$ cat config.mk
export PLATFORM = sky130hd
export DESIGN_NAME = sdram_arbiter
export DESIGN_NICKNAME = d
export VERILOG_FILES = /design/src/rtl/sdram_arbiter.sv
export SDC_FILE = /design/constraint.sdc
export NUM_CORES = 1
export LEC_CHECK = 0
export CAP_MARGIN = 20
export CORE_AREA = 2 2 81 83
export CTS_CLUSTER_SIZE = 24
export DETAILED_ROUTE_END_ITERATION = 12
export DIE_AREA = 0 0 83 85
export PLACE_DENSITY_LB_ADDON = 0.15
export SETUP_SLACK_MARGIN = 0.3
export SYNTH_ARGS = -nofsm -noshare
export SYNTH_HDL_FRONTEND = slang
export SYNTH_SLANG_ARGS = --single-unit
$ cat constraint.sdc
create_clock -name clk -period 2.1 [get_ports clk]
set_input_delay 0.525 -clock clk [delete_from_list [all_inputs] [get_ports clk]]
set_output_delay 0.525 -clock clk [all_outputs]
set_load 0.03 [all_outputs]
$ cat src/rtl/sdram_arbiter.sv
// Round-robin arbiter sharing one SDRAM controller port between two burst clients.
// Define SDRAM_ARBITER_REFRESH_EN to add periodic auto-refresh scheduling between grants.
module sdram_arbiter #(
    parameter int unsigned RamAddressBitWidth = 21,
    parameter int unsigned RefreshInterval    = 1560,
    parameter int unsigned RefreshGap         = 8
) (
    input  logic                                clk,
    input  logic                                rst,
    input  logic [1:0]                          req,
    output logic [1:0]                          gnt,
    input  logic [1:0]                          c_cmd_en,
    input  logic [1:0][2:0]                     c_cmd,
    input  logic [1:0][RamAddressBitWidth-1:0]  c_addr,
    input  logic [1:0][7:0]                     c_data_len,
    input  logic [1:0][31:0]                    c_data,
    output logic [1:0]                          c_cmd_ack,
    output logic                                I_sdrc_cmd_en,
    output logic [2:0]                          I_sdrc_cmd,
    output logic [RamAddressBitWidth-1:0]       I_sdrc_addr,
    output logic [7:0]                          I_sdrc_data_len,
    output logic [31:0]                         I_sdrc_data,
    input  logic                                O_sdrc_init_done,
    input  logic                                O_sdrc_cmd_ack,
    output logic                                refresh_overrun
);

    localparam logic [2:0] StInit    = 3'd0;
    localparam logic [2:0] StIdle    = 3'd1;
    localparam logic [2:0] StGrant   = 3'd2;
    localparam logic [2:0] StRefresh = 3'd3;

    logic [2:0] state_q, state_d;
    // Holds the current owner while in Grant and the previous owner while Idle.
    logic       last_grant_q, last_grant_d;
    logic       refresh_due;

`ifdef SDRAM_ARBITER_REFRESH_EN
    localparam logic [2:0]  StRefreshWait = 3'd4;
    localparam logic [2:0]  StRefreshGap  = 3'd5;
    localparam int unsigned CntW = (RefreshInterval > 1) ? $clog2(RefreshInterval) : 1;
    localparam int unsigned GapW = (RefreshGap > 1) ? $clog2(RefreshGap) : 1;
    localparam logic [CntW-1:0] CntLast = CntW'(RefreshInterval - 1);
    localparam logic [GapW-1:0] GapLast = GapW'(RefreshGap - 1);

    logic [CntW-1:0] cnt_q;
    logic [GapW-1:0] gap_q, gap_d;
    logic            pend_q, overrun_q, wrap;

    assign wrap = (state_q != StInit) && (cnt_q == CntLast);
    // A wrap seen in Idle counts as pending so refresh beats a same-cycle request.
    assign refresh_due = pend_q | wrap;
    assign refresh_overrun = overrun_q;

    always_ff @(posedge clk) begin
        if (rst) begin
            cnt_q     <= '0;
            gap_q     <= '0;
            pend_q    <= 1'b0;
            overrun_q <= 1'b0;
        end else begin
            gap_q <= gap_d;
            if (state_q != StInit) begin
                cnt_q <= wrap ? '0 : cnt_q + CntW'(1);
            end
            if (wrap) begin
                pend_q <= 1'b1;
            end else if (state_q == StRefresh) begin
                pend_q <= 1'b0;
            end
            if (wrap && pend_q && (state_q != StRefresh)) begin
                overrun_q <= 1'b1;
            end
        end
    end
`else
    logic unused_cfg;
    assign unused_cfg      = ^{RefreshInterval, RefreshGap};
    assign refresh_due     = 1'b0;
    assign refresh_overrun = 1'b0;
`endif

    always_ff @(posedge clk) begin
        if (rst) begin
            state_q      <= StInit;
            last_grant_q <= 1'b1;
        end else begin
            state_q      <= state_d;
            last_grant_q <= last_grant_d;
        end
    end

    always_comb begin
        state_d      = state_q;
        last_grant_d = last_grant_q;
`ifdef SDRAM_ARBITER_REFRESH_EN
        gap_d        = gap_q;
`endif
        case (state_q)
            StInit: begin
                if (O_sdrc_init_done) state_d = StIdle;
            end
            StIdle: begin
                if (refresh_due) begin
                    state_d = StRefresh;
                end else if (req != 2'b00) begin
                    state_d      = StGrant;
                    last_grant_d = (req == 2'b11) ? ~last_grant_q : req[1];
                end
            end
            StGrant: begin
                if (!req[last_grant_q]) state_d = StIdle;
            end
`ifdef SDRAM_ARBITER_REFRESH_EN
            StRefresh: state_d = StRefreshWait;
            StRefreshWait: begin
                gap_d = '0;
                if (O_sdrc_cmd_ack) state_d = StRefreshGap;
            end
            StRefreshGap: begin
                if (gap_q == GapLast) state_d = StIdle;
                else gap_d = gap_q + GapW'(1);
            end
`endif
            default: state_d = StInit;
        endcase
    end

    assign gnt = (state_q != StGrant) ? 2'b00 : (last_grant_q ? 2'b10 : 2'b01);

    always_comb begin
        I_sdrc_cmd_en   = 1'b0;
        I_sdrc_cmd      = 3'b000;
        I_sdrc_addr     = '0;
        I_sdrc_data_len = 8'd0;
        I_sdrc_data     = 32'd0;
        c_cmd_ack       = 2'b00;
        if (state_q == StGrant) begin
            I_sdrc_cmd_en             = c_cmd_en[last_grant_q];
            I_sdrc_cmd                = c_cmd[last_grant_q];
            I_sdrc_addr               = c_addr[last_grant_q];
            I_sdrc_data_len           = c_data_len[last_grant_q];
            I_sdrc_data               = c_data[last_grant_q];
            c_cmd_ack[last_grant_q]   = O_sdrc_cmd_ack;
        end else if (state_q == StRefresh) begin
            I_sdrc_cmd_en = 1'b1;
            I_sdrc_cmd    = 3'b001;
        end
    end

endmodule

==> impl_metrics.ini <==
[floorplan]
row_count = 29
initial_cell_density_of_the_core_pct = 14.5
boundaryPins = 206
fp.dieW_um = 83
placeableCoreArea_sq_mm = 0.00620
fp.dieArea_sq_mm = 0.00706
die_y_extent_um = 85

[finish]
antenna_cells_inserted = 0
multi_input_comb_area_sq_mm = 0.00109
final_layout_size_suffix_gt1_share_pct = 50.9
final_cell_mix = 132 x sky130_fd_sc_hd__clkdlybuf4s50_1, 69 x sky130_fd_sc_hd__buf_6, 38 x sky130_fd_sc_hd__a22o_4
final_area_sq_mm = 0.00384
seq_area_sq_um = 68.8
fin_nets = 457
area.growth.synth_to_final_pct = 326
fillers = 507
final_common_cell = sky130_fd_sc_hd__clkdlybuf4s50_1

[synthesis]
synth.area.top_cells = sky130_fd_sc_hd__a22o_1 61%, sky130_fd_sc_hd__buf_6 7.5%, sky130_fd_sc_hd__dfxtp_1 6.7%, sky130_fd_sc_hd__buf_4 4.2%, sky130_fd_sc_hd__buf_2 2.8%
sequential_fraction_of_the_synthesis_area_pct = 6.66
syn_area_per_cell_sq_um = 8.59
synth.net_count = 241
synth_cell_types = 21
synthDominantAreaCellType = sky130_fd_sc_hd__a22o_1
yosysWarnings = 0
async_flop_share_pct = 0
synth_seq_cells = 3
synth_cells = 105
synth_enable_flop_cells = 0
yosys.area.top_type_share_pct = 61.2
synthesis.area_sq_um = 902
synth_ff_type = sky130_fd_sc_hd__dfxtp_1

[power_and_ir_drop]
static-leakage-power_nw = 1.74
cellPowerDensity_mw_per_mm2 = 238
vdd_ir_drop_max_v = 0.000189
clock_power_share_pct = 18.5
power.internal_mw = 0.613
power.switching_fraction_pct = 32.9
p_sw_mw = 0.300
power_frac_seq_pct = 7.2
p_comb_share_pct = 74.3

[timing]
timing.clock.skew_ns = 0.000758
report.final.setup_viol = 0
min_period_ns = 2.07
report.final.hold_viol_count = 0
max_freq_mhz = 484
timing.setup.tns_ns = 0
rsz_0062_raised_after_global_routing = yes
timing_max_transition_violations_final = 0
fin_crit_sh_pct = 98.5

[worst_setup_path]
cell_breakdown_of_the_critical_path = nor2b_4 -> and2b_4 -> buf_12 -> buf_16 -> a22o_2 -> buf_6
crit-reg2reg-capture = state_q[0]
regToRegSetupSlack_ns = 0.66
critical_path_arrival_ns = 1.54
critical_path_buf_inv_count = 3
timing.critical_path.from_type = register
worst_setup_path_end_kind = output pin
cp_data_required_time_ns = 1.57
worst_r2r_path_depth = 5
crit_path_max_incr_delay_ns = 0.33
worstPathMaxFanout = 9
path_class = reg2out
timing.rr.start = last_grant_q
critical_path.top_delay_family = buffers and inverters
critPathSlowestCell = sky130_fd_sc_hd__dfxtp_4

[global_routing]
vias_in_the_first_global_route = 1743
wire_length_of_the_first_global_routing_pass_um = 10200
maximum_number_of_pins_on_one_net_before_global_route_repair = 32
total_track_usage_pct = 17.9
globalRoute.totalOverflow = 0
antenna_violations_before_repair = 0

[run_status]
run_status = finished clean

[detailed_routing]
finalWirelength_um = 7870
vias_per_cell = 4.61
drt_pre_antenna_iters = 4
detail_route.wl_per_cell_um = 19.8
dr_total_vias = 1832
drt_first_iter_violations = 57
drcViolationCount = 0
ant_nets = 0

[cts]
ctsRootBufferMaster = sky130_fd_sc_hd__clkbuf_8
clk_pin_slew_worst_paths_ns = 0.03
tritoncts = yes
clock_sink_count = 3
htree_num_levels = 1
clk_latency_ns = 0.21
cts.path.max_buffers = 2
inserted_clock_buffers = 3

[min_path]
holdCritPathClass = reg2reg
min_to = state_q[0]
critical_hold_path_startpoint = state_q[0]
timing.hold.worst_path_depth = 2

[placed_design]
final_wtd_congestion = 0.783
buffer_ports.inserted = 204
placedInstanceArea_sq_mm = 0.00291
detailed_place_hpwl_um = 5360

[job]
drv_cap = 0
-- worst max path at each step --
| stage | slack (ns) | start | to | cells after the start |
|---|---|---|---|---|
| after floorplan | 0.32 | state_q[1] | I_sdrc_addr[10] | 5 |
| after global placement | -0.35 | c_cmd_en[1] | I_sdrc_cmd_en | 4 |
| after detailed placement | -0.38 | c_cmd_en[0] | I_sdrc_cmd_en | 4 |
| after CTS | 0.04 | last_grant_q | I_sdrc_addr[8] | 5 |
| after global routing | -0.003 | state_q[1] | I_sdrc_data[20] | 6 |
| final | 0.03 | state_q[1] | I_sdrc_data[20] | 6 |
-- metrics by stage --
stage | worst slack [ns] | hold WS (ns) | util, % | power [mW] | std cells
after floorplan | 0.318 | 0.567 | - | 0.271 | 105
after global placement | -0.347 | 0.623 | 46.8 | 0.608 | 375
after detailed placement | -0.376 | 0.625 | 46.8 | 0.612 | 375
after CTS | 0.0404 | 0.615 | 51.2 | 0.820 | 386
after global routing | -0.00316 | 0.596 | 61.9 | 0.954 | 397
final | 0.0320 | 0.569 | 61.9 | 0.913 | 397
-- registers in the layout, summed over array words and instances, names as in the netlist --
signal / flops
last_grant_q: 1
state_q: 2
-- Yosys cell counts, types with 2 or more instances --
| cell | instances |
|---|---|
| sky130_fd_sc_hd__dfxtp_1 | 3 |
| sky130_fd_sc_hd__a21oi_1 | 2 |
| sky130_fd_sc_hd__and2_1 | 2 |
| sky130_fd_sc_hd__nor2_1 | 2 |
| sky130_fd_sc_hd__buf_4 | 5 |
| sky130_fd_sc_hd__o21a_1 | 2 |
| sky130_fd_sc_hd__nor2b_1 | 2 |
| sky130_fd_sc_hd__mux2_2 | 2 |
| sky130_fd_sc_hd__nand2_1 | 2 |
| sky130_fd_sc_hd__buf_2 | 5 |
| sky130_fd_sc_hd__buf_6 | 6 |
| sky130_fd_sc_hd__a22o_1 | 63 |
-- metal layers --
layer | routed length [um] | track usage (%) | share of wire [%] | vias up
met1 | 3100 | 20.2 | 39 | 854
li1 | - | - | - | 877
met5 | 0 | 0 | 0 | -
met4 | 120 | 3.87 | 1.5 | 0
met2 | 4190 | 33.9 | 53 | 93
met3 | 459 | 4.57 | 5.8 | 8
-- worst register-to-register path, stage by stage, from the launching register on --
cell	delay (ns)
sky130_fd_sc_hd__dfxtp_2	0.32
sky130_fd_sc_hd__buf_6	0.11
sky130_fd_sc_hd__buf_4	0.14
sky130_fd_sc_hd__mux2_4	0.30
sky130_fd_sc_hd__or3b_1	0.37
sky130_fd_sc_hd__a21oi_1	0.14
-- timing repair --
| action | CTS | global route |
|---|---|---|
| gates resized for setup | 43 | 96 |
| setup endpoints to repair | 69 | 68 |
| setup buffers | 4 | 5 |
| pin swaps | 9 | 33 |
| gates cloned | 3 | 6 |
| hold buffers | 0 | 0 |
-- power groups by stage --
stage	logic [mW]	registers, mW	clock network (mW)
2_1_floorplan	0.205	0.0661	0
3_3_place_gp	0.539	0.0685	0
3_5_place_dp	0.544	0.0686	0
4_1_cts	0.582	0.0668	0.172
5_1_grt	0.708	0.0664	0.179
6_report	0.679	0.0659	0.169
-- cell type report --
| cell class | count | share of cell area [%] |
|---|---|---|
| clock buffers | 4 | 1.17 |
| multi-input cells | 86 | 28.3 |
| flip-flops and latches | 3 | 1.79 |
| well taps | 77 | 2.51 |
| repair buffers | 227 | 66.2 |
-- kinds of logic after synthesis --
kind of cell	synth area share, %
buf+inv	14.4
mux	4.16
flops	6.66
simple gates	7.91
compound gates	66.4
other cells	0.416
(Power assumes the default switching activity.)
